[src/rtl/div_unit_pkg.sv]
// Shared widths, state encodings and small helpers for the multi-cycle divider.
// The zero-divisor and overflow paths stage their fixed result in DIV_BY_ZERO.
package div_unit_pkg;

    localparam int REG_BUS        = 32;
    localparam int DOUBLE_REG_BUS = 64;

    localparam logic [REG_BUS-1:0] ZERO_WORD = '0;
    localparam logic [REG_BUS-1:0] ALL_ONES  = '1;
    localparam logic [REG_BUS-1:0] INT_MIN   = {1'b1, {(REG_BUS-1){1'b0}}};

    typedef enum logic [1:0] {
        DIV_FREE    = 2'b00,
        DIV_BY_ZERO = 2'b01,
        DIV_ON      = 2'b10,
        DIV_END     = 2'b11
    } div_state_e;

    function automatic logic [REG_BUS-1:0] negate_word(input logic [REG_BUS-1:0] v);
        return ~v + 1'b1;
    endfunction

    function automatic logic [REG_BUS-1:0] abs_word(input logic [REG_BUS-1:0] v,
                                                    input logic            is_signed);
        return (is_signed && v[REG_BUS-1]) ? negate_word(v) : v;
    endfunction

endpackage

[src/rtl/div_unit.sv]
// Radix-2 restoring 32-bit divider with RISC-V DIV/DIVU/REM/REMU semantics.
// One quotient bit per cycle; result and ready are fully registered.
module div_unit
    import div_unit_pkg::*;
(
    input  logic                      clk,
    input  logic                      rst,
    input  logic                      signed_div_i,
    input  logic [REG_BUS-1:0]        opdata1_i,
    input  logic [REG_BUS-1:0]        opdata2_i,
    input  logic                      start_i,
    input  logic                      annul_i,
    output logic [DOUBLE_REG_BUS-1:0] result_o,
    output logic                      ready_o
);

    div_state_e                state_reg, state_next;
    logic [5:0]                cnt_reg, cnt_next;
    logic [REG_BUS-1:0]        partial_reg, partial_next;
    logic [REG_BUS-1:0]        dividend_reg, dividend_next;
    logic [REG_BUS-1:0]        divisor_reg, divisor_next;
    logic                      neg_quot_reg, neg_quot_next;
    logic                      neg_rem_reg, neg_rem_next;
    logic [DOUBLE_REG_BUS-1:0] result_reg, result_next;
    logic                      ready_reg, ready_next;

    // The partial remainder always fits in 32 bits; the 33rd bit exists only
    // in the shifted trial value so a divisor >= 0x80000000 cannot overflow.
    logic [REG_BUS:0]          trial_shift;
    logic [REG_BUS:0]          trial_diff;
    logic [REG_BUS-1:0]        quot_fixed;
    logic [REG_BUS-1:0]        rem_fixed;

    always_comb begin
        trial_shift = {partial_reg, dividend_reg[REG_BUS-1]};
        trial_diff  = trial_shift - {1'b0, divisor_reg};
        quot_fixed  = neg_quot_reg ? negate_word(dividend_reg) : dividend_reg;
        rem_fixed   = neg_rem_reg  ? negate_word(partial_reg)  : partial_reg;
    end

    always_comb begin
        state_next    = state_reg;
        cnt_next      = cnt_reg;
        partial_next  = partial_reg;
        dividend_next = dividend_reg;
        divisor_next  = divisor_reg;
        neg_quot_next = neg_quot_reg;
        neg_rem_next  = neg_rem_reg;
        result_next   = result_reg;
        ready_next    = ready_reg;

        if (annul_i) begin
            state_next  = DIV_FREE;
            ready_next  = 1'b0;
            result_next = '0;
        end else begin
            unique case (state_reg)
                DIV_FREE: begin
                    if (start_i) begin
                        cnt_next      = '0;
                        neg_quot_next = 1'b0;
                        neg_rem_next  = 1'b0;
                        if (opdata2_i == ZERO_WORD) begin
                            dividend_next = ALL_ONES;
                            partial_next  = opdata1_i;
                            state_next    = DIV_BY_ZERO;
                        end else if (signed_div_i && opdata1_i == INT_MIN
                                     && opdata2_i == ALL_ONES) begin
                            dividend_next = INT_MIN;
                            partial_next  = ZERO_WORD;
                            state_next    = DIV_BY_ZERO;
                        end else begin
                            dividend_next = abs_word(opdata1_i, signed_div_i);
                            divisor_next  = abs_word(opdata2_i, signed_div_i);
                            neg_quot_next = signed_div_i
                                            && (opdata1_i[REG_BUS-1] ^ opdata2_i[REG_BUS-1]);
                            neg_rem_next  = signed_div_i && opdata1_i[REG_BUS-1];
                            partial_next  = ZERO_WORD;
                            state_next    = DIV_ON;
                        end
                    end
                end
                DIV_BY_ZERO: begin
                    if (!start_i) begin
                        state_next = DIV_FREE;
                    end else begin
                        result_next = {rem_fixed, quot_fixed};
                        ready_next  = 1'b1;
                        state_next  = DIV_END;
                    end
                end
                DIV_ON: begin
                    if (!start_i) begin
                        state_next = DIV_FREE;
                    end else if (cnt_reg == 6'd32) begin
                        result_next = {rem_fixed, quot_fixed};
                        ready_next  = 1'b1;
                        state_next  = DIV_END;
                    end else begin
                        // Quotient bits shift in behind the consumed dividend bits.
                        partial_next  = trial_diff[REG_BUS] ? trial_shift[REG_BUS-1:0]
                                                            : trial_diff[REG_BUS-1:0];
                        dividend_next = {dividend_reg[REG_BUS-2:0], ~trial_diff[REG_BUS]};
                        cnt_next      = cnt_reg + 6'd1;
                    end
                end
                DIV_END: begin
                    if (!start_i) begin
                        state_next  = DIV_FREE;
                        ready_next  = 1'b0;
                        result_next = '0;
                    end
                end
                default: state_next = DIV_FREE;
            endcase
        end
    end

    always_ff @(posedge clk or negedge rst) begin
        if (!rst) begin
            state_reg    <= DIV_FREE;
            cnt_reg      <= '0;
            partial_reg  <= '0;
            dividend_reg <= '0;
            divisor_reg  <= '0;
            neg_quot_reg <= 1'b0;
            neg_rem_reg  <= 1'b0;
            result_reg   <= '0;
            ready_reg    <= 1'b0;
        end else begin
            state_reg    <= state_next;
            cnt_reg      <= cnt_next;
            partial_reg  <= partial_next;
            dividend_reg <= dividend_next;
            divisor_reg  <= divisor_next;
            neg_quot_reg <= neg_quot_next;
            neg_rem_reg  <= neg_rem_next;
            result_reg   <= result_next;
            ready_reg    <= ready_next;
        end
    end

    assign result_o = result_reg;
    assign ready_o  = ready_reg;

endmodule

[config.mk]
export PLATFORM = sky130hd
export DESIGN_NAME = div_unit
export DESIGN_NICKNAME = d
export VERILOG_FILES = /design/src/rtl/div_unit_pkg.sv /design/src/rtl/div_unit.sv
export SDC_FILE = /design/constraint.sdc
export NUM_CORES = 1
export LEC_CHECK = 0
export BUFFER_PORTS_ARGS = -buffer_cell sky130_fd_sc_hd__buf_2
export CORE_UTILIZATION = 60
export DETAILED_ROUTE_END_ITERATION = 12
export PLACE_DENSITY = 0.82
export SLEW_MARGIN = 20
export SYNTH_ARGS = -nofsm -noshare
export SYNTH_HDL_FRONTEND = slang
export SYNTH_SLANG_ARGS = --single-unit
[constraint.sdc]
create_clock -name clk -period 3.9 [get_ports clk]
set_clock_uncertainty 0.2 [all_clocks]
set_input_delay 0.195 -clock clk [delete_from_list [all_inputs] [get_ports clk]]
set_output_delay 0.195 -clock clk [all_outputs]
set_load 0.02 [all_outputs]
Word level (Yosys, flattened, before mapping). Index checks and enable logic that the tools add are counted.

Bits in registers: 171. Output and inout port bits: 65. Bits of input ports: 69. Word-level logic and storage cells: 98.

Bitwise gates (word level): 9. Reduce and logical (&&, ||, !) cells: 14. Equality and inequality tests: 15. Add/subtract/negate cells: 6. Muxes and demuxes: 45.

Operators by type and width (count): 32-bit 2-to-1 mux (14); 64-bit 2-to-1 mux (5); 64-bit one-hot mux with 3 select lines (1); 32-bit by 1-bit adder with 32-bit output (second input constant) (4); 32-bit NOT (4); 32-bit one-hot mux with 2 select lines (2); 32-bit == test (second input constant) (2); 33-bit by 32-bit subtractor with 33-bit output (1); 32-bit logical NOT (1); 6-bit 2-to-1 mux (3); 2-bit 2-to-1 mux (8); 3-bit inequality test (second input constant) (5); 5-bit AND reduction (3); 6-bit one-hot mux with 2 select lines (1); 1-bit 2-to-1 mux (9); 2-bit one-hot mux with 4 select lines (1); 6-bit by 1-bit adder with 6-bit output (second input constant) (1); 6-bit == test (second input constant) (1); 2-bit inequality test (second input constant) (3); 3-bit AND reduction (2); 1-bit logical AND (5); 2-bit == test (second input constant) (2); 4-bit inequality test (second input constant) (1); 1-bit NOT (4); other kinds (6) (6).

Depth between registers and ports, before layout.
Depth after elaboration: 8. Gate-level depth with buffers: 13. Mapped depth without buffers: 12.

Least setup slack after synthesis. Ideal clock, no wire load.

Path type: flip-flop to flip-flop. Start: reg partial_reg[21]. End: reg partial_reg[10]. Period minus slack after synthesis: 3097 ps. Arrival time: 2764 ps. Stages on the path, launching flop included: 13. Required time: 3567 ps. Buffers on the path: 3. Library setup time: 133 ps. Setup slack: 803 ps. Path through: dfrtp_1 > ha_1 > clkbuf_1 > a21oi_1 > nand2_1 > a221oi_1 > nand2_1 > o2111a_1 > a211oi_1 > buf_2 > buf_2 > mux2i_1 > o21ai_0.

Cells in the longest elaborated chain, start to end: 5.

RTL lines: start, declared (RTL line div_unit.sv:19) `logic [REG_BUS-1:0] partial_reg, partial_next;`; start signal, assigned (RTL line div_unit.sv:133) `partial_reg <= partial_next;`; 33-bit by 32-bit subtractor with 33-bit output (RTL line div_unit.sv:36) `trial_diff = trial_shift - {1'b0, divisor_reg};`; 32-bit 2-to-1 mux (RTL line div_unit.sv:101) `partial_next = trial_diff[REG_BUS] ? trial_shift[REG_BUS-1:0]`; 32-bit 2-to-1 mux (RTL line div_unit.sv:95) `end else if (cnt_reg == 6'd32) begin`; 32-bit 2-to-1 mux (RTL line div_unit.sv:93) `if (!start_i) begin`; 32-bit one-hot mux with 2 select lines (RTL line div_unit.sv:57) `unique case (state_reg)`.

No other way between the ends. The select of a mux whose other input is x is not followed. A chain may end at the register's enable or synchronous reset.

Worst setup path in the final report.
Start: in opdata2_i[8]. End: reg divisor_reg[31].

Cells in the longest elaborated chain, start to end: 4. Elaborated cells on any way between the ends: 9. Those cells by class: add/sub (1); eq/ne (1); mux (1); bitwise (3); reduce/logical (3).

RTL lines: start, declared (RTL line div_unit.sv:10) `input logic [REG_BUS-1:0] opdata2_i,`; parallel branches: the longest is 4 deep, another holds 32-bit by 1-bit adder with 32-bit output; end signal, assigned (RTL line div_unit.sv:135) `divisor_reg <= divisor_next;`; end, declared (RTL line div_unit.sv:21) `logic [REG_BUS-1:0] divisor_reg, divisor_next;`.

Several ways; the timed one is not identified.

==> flow_metrics.env <==
export IMPL_synth_area_top_cells="sky130_fd_sc_hd__dfrtp_1, sky130_fd_sc_hd__o21ai_0, sky130_fd_sc_hd__xor2_1"
export IMPL_asyncSetResetFlopFracSynth_pct=100
export IMPL_hp_class="in -> reg"
export IMPL_numPortBuffers=133
export IMPL_ys_seq_area_share_pct=36.3
export IMPL_synth_edff_count=0
export IMPL_cpMaxStageDelayCell="sky130_fd_sc_hd__or4_4"
export IMPL_first_global_vias=10900
export IMPL_synth_net_count=1540
export IMPL_arrival_ns=3.87
export IMPL_largest_register_ffs=64
export IMPL_detail_route_antenna_nets=0
export IMPL_critical_path_top_delay_family="simple AND/OR/NAND/NOR gates"
export IMPL_drt_initial_drc_count=967
export IMPL_largest_net_degree_at_the_start_of_global_routing=74
export IMPL_postSynthRegisterBits=171
export IMPL_globalplace_congestion=0.936
export IMPL_worst_path_buf_inv=3
export IMPL_dpl_instance_area_um2=12700
export IMPL_syn_instance_count=1426
export IMPL_initial_utilization_pct=62.2
export IMPL_critPathMaxFanout=12
export IMPL_fmax_mhz=264
export IMPL_design_core_area_um2=19000
export IMPL_synth_common_cells="sky130_fd_sc_hd__o21ai_0, sky130_fd_sc_hd__nand2_1, sky130_fd_sc_hd__dfrtp_1"
export IMPL_ys_warnings_count=0
export IMPL_total_leakage_power_nw=6.39
export IMPL_clockRootBuffer="sky130_fd_sc_hd__clkbuf_16"
export IMPL_critical_path_class="in -> reg"
export IMPL_tritoncts_num_buffers=17
export IMPL_timing_critical_path_from_type="input pin"
export IMPL_crit_top_cell="sky130_fd_sc_hd__dlygate4sd3_1"
export IMPL_synth_top_flop_cell="sky130_fd_sc_hd__dfrtp_1"
export IMPL_fin_hold_ws_ns=0.00233
export IMPL_row_count=50
export IMPL_fp_dieArea_um2=20200
export IMPL_avgRoutedWirePerCell_um=18.1
export IMPL_slew_violations=0
export IMPL_first_pass_grt_wire_length_um=54800
export IMPL_total_power_w=0.0104
export IMPL_tritoncts_clock_tree="yes"
export IMPL_clk_path_buf_depth=2
export IMPL_via_count=11600
export IMPL_synth_area_per_cell_um2=8.27
export IMPL_netlist_top_cell_by_area="sky130_fd_sc_hd__dfrtp_1"
export IMPL_status="completed"
export IMPL_fin_area_um2=14100
export IMPL_min_period_over_period_pct=97.0
export IMPL_worst_slew_pin_transition_ns=0.978
export IMPL_p_per_area_nw_per_um2=740
export IMPL_grt_use_total_pct=34.5
export IMPL_summed_negative_setup_slack_over_all_endpoints_ns=0
export IMPL_maximum_ir_drop_on_the_vdd_rail_mv=0.382
export IMPL_routed_wl_um=33900
export IMPL_worst_endpoint_required_ns=3.99
export IMPL_hold_viol_final=0
export IMPL_most_instantiated_library_cell_after_synthesis="sky130_fd_sc_hd__o21ai_0"
export IMPL_netlist_area_leader_share_pct=36.3
export IMPL_cp_end_kind="register"
export IMPL_crit_chain="dlygate4sd3_1 > buf_2 > or3_1 > or2_4 > nor4_4 > nand2_2 > or4_4 > o21ai_2 > nor2_1 > nand3_1 > dlygate4sd3_1 > o21ai_0"
export IMPL_drive_above_1_share_pct=13.6
export IMPL_grt_setup_unrepaired="no"
export IMPL_finish_net_count=1708
export IMPL_slew_headroom_pct=34.8
export IMPL_pre_cts_ws_ns=0.525
export IMPL_area_growth_synth_to_final_pct=19.3
export IMPL_clock_latency_ns=0.43
export IMPL_max_incr_delay_on_cp_ns=0.59
export IMPL_synth_area_um2=11800
export IMPL_antenna_found_initial=0
export IMPL_finalCriticalPeriod_ns=3.78
export IMPL_setup_ws_ns=0.119
export IMPL_numClockSinks=171
export IMPL_setup_viol_count_final=0
export IMPL_drv_max_cap_violation_count=0
export IMPL_netlist_cell_type_count=68
export IMPL_cts_reportedPaths_clkPinSlew_ns=0.07
export IMPL_dp_hpwl_um=23900
export IMPL_detailed_routing_iteration_count_for_the_pre_antenna_repair_pass=7
export IMPL_vias_per_cell=6.20
export IMPL_post_route_drc_count=0
export IMPL_cts_htree_levels=4
export IMPL_ios=134
export IMPL_die_width_um=142
export IMPL_die_height_um=142
export IMPL_global_route_overflow_total=0
[path summary, 6_finish.rpt]
path / cells past startpoint / endpoint / from / slack, ns
setup / recovery: 12 / divisor_reg[31] / opdata2_i[8] / 0.12
hold / removal: 3 / dividend_reg[0] / opdata1_i[0] / 0.002
setup reg to reg: 12 / partial_reg[24] / dividend_reg[31] / 0.40
hold reg to reg: 2 / result_o[25] / result_o[25] / 0.28
max in group asynchronous: 3 / cnt_reg[5] / rst / 2.50
min in group asynchronous: 2 / result_o[4] / rst / 0.13
[power by group]
part | internal (W) | switching (W) | total (W)
combinational | 0.00209 | 0.00330 | 0.00539
clock | 0.00116 | 0.000769 | 0.00192
sequential | 0.00238 | 0.000717 | 0.00309
total | 0.00562 | 0.00479 | 0.0104
[routing by layer]
metal / global-route usage (%) / vias to the layer above / wire length (um)
met4: 15.0 / 0 / 1330
met3: 6.09 / 102 / 2500
met2: 55.9 / 571 / 15600
met1: 45.3 / 5446 / 14400
li1: - / 5468 / -
met5: 0 / - / 0
[layout by cell type, fill, tap and decap left out, types with 15 or more instances in the layout]
master                          instances
sky130_fd_sc_hd__a221oi_1              17
sky130_fd_sc_hd__ha_1                  43
sky130_fd_sc_hd__xor2_1                83
sky130_fd_sc_hd__dfrtp_1              171
sky130_fd_sc_hd__clkbuf_16             17
sky130_fd_sc_hd__mux2i_1               25
sky130_fd_sc_hd__nor4_1                15
sky130_fd_sc_hd__buf_2                132
sky130_fd_sc_hd__nor2_1                91
sky130_fd_sc_hd__o21ai_0              193
sky130_fd_sc_hd__nand3_1               17
sky130_fd_sc_hd__inv_1                 60
sky130_fd_sc_hd__dlygate4sd3_1         65
sky130_fd_sc_hd__or3_1                 16
sky130_fd_sc_hd__nor3_1                26
sky130_fd_sc_hd__xnor2_1               66
sky130_fd_sc_hd__a21oi_1              111
sky130_fd_sc_hd__nand4_1               19
sky130_fd_sc_hd__o31ai_1               33
sky130_fd_sc_hd__a31oi_1               20
sky130_fd_sc_hd__nand2_1              181
sky130_fd_sc_hd__buf_4                 23
sky130_fd_sc_hd__a22oi_1               21
[through the flow]
step / util, % / std cells
2_1_floorplan: - / 1426
3_3_place_gp: 67.1 / 1768
3_5_place_dp: 67.1 / 1768
4_1_cts: 74.0 / 1865
5_1_grt: 74.2 / 1867
6_report: 74.2 / 1868
[cell type report]
| class | instances | area, um^2 |
|---|---|---|
| clock inverter | 15 | 238 |
| timing repair buffer | 224 | 1560 |
| tap | 260 | 325 |
| multi-input combinational | 1120 | 7020 |
| clock buffer | 17 | 425 |
| inverter | 60 | 225 |
| antenna | 1 | 2.50 |
| sequential | 171 | 4280 |
| fill | 1426 | 4890 |
[worst reg2reg max path: cells and delay by family, from the launching register on]
family | cells | cell delay, ns
AOI/OAI and AO/OA | 6 | 1.38
adders and majority gates | 2 | 0.66
DFF | 1 | 0.42
and+or+nand+nor | 2 | 0.35
buffers and inverters | 2 | 0.37
[kinds of logic after synthesis]
group / after synthesis / synth area share [%]
mux: 28 / 2.41
flops: 171 / 36.3
buf+inv: 135 / 4.60
simple gates: 431 / 17.3
fa+ha+maj: 45 / 4.84
xor+xnor: 149 / 11.1
compound gates: 467 / 23.5
[timing repair]
action                                  CTS  global route
setup buffers                             0             2
hold buffers                             65             0
endpoints found under the setup margin    0             1
resized for setup                         0             2
endpoints found under the hold margin   137             0
Power figures use the tool's default switching activity.
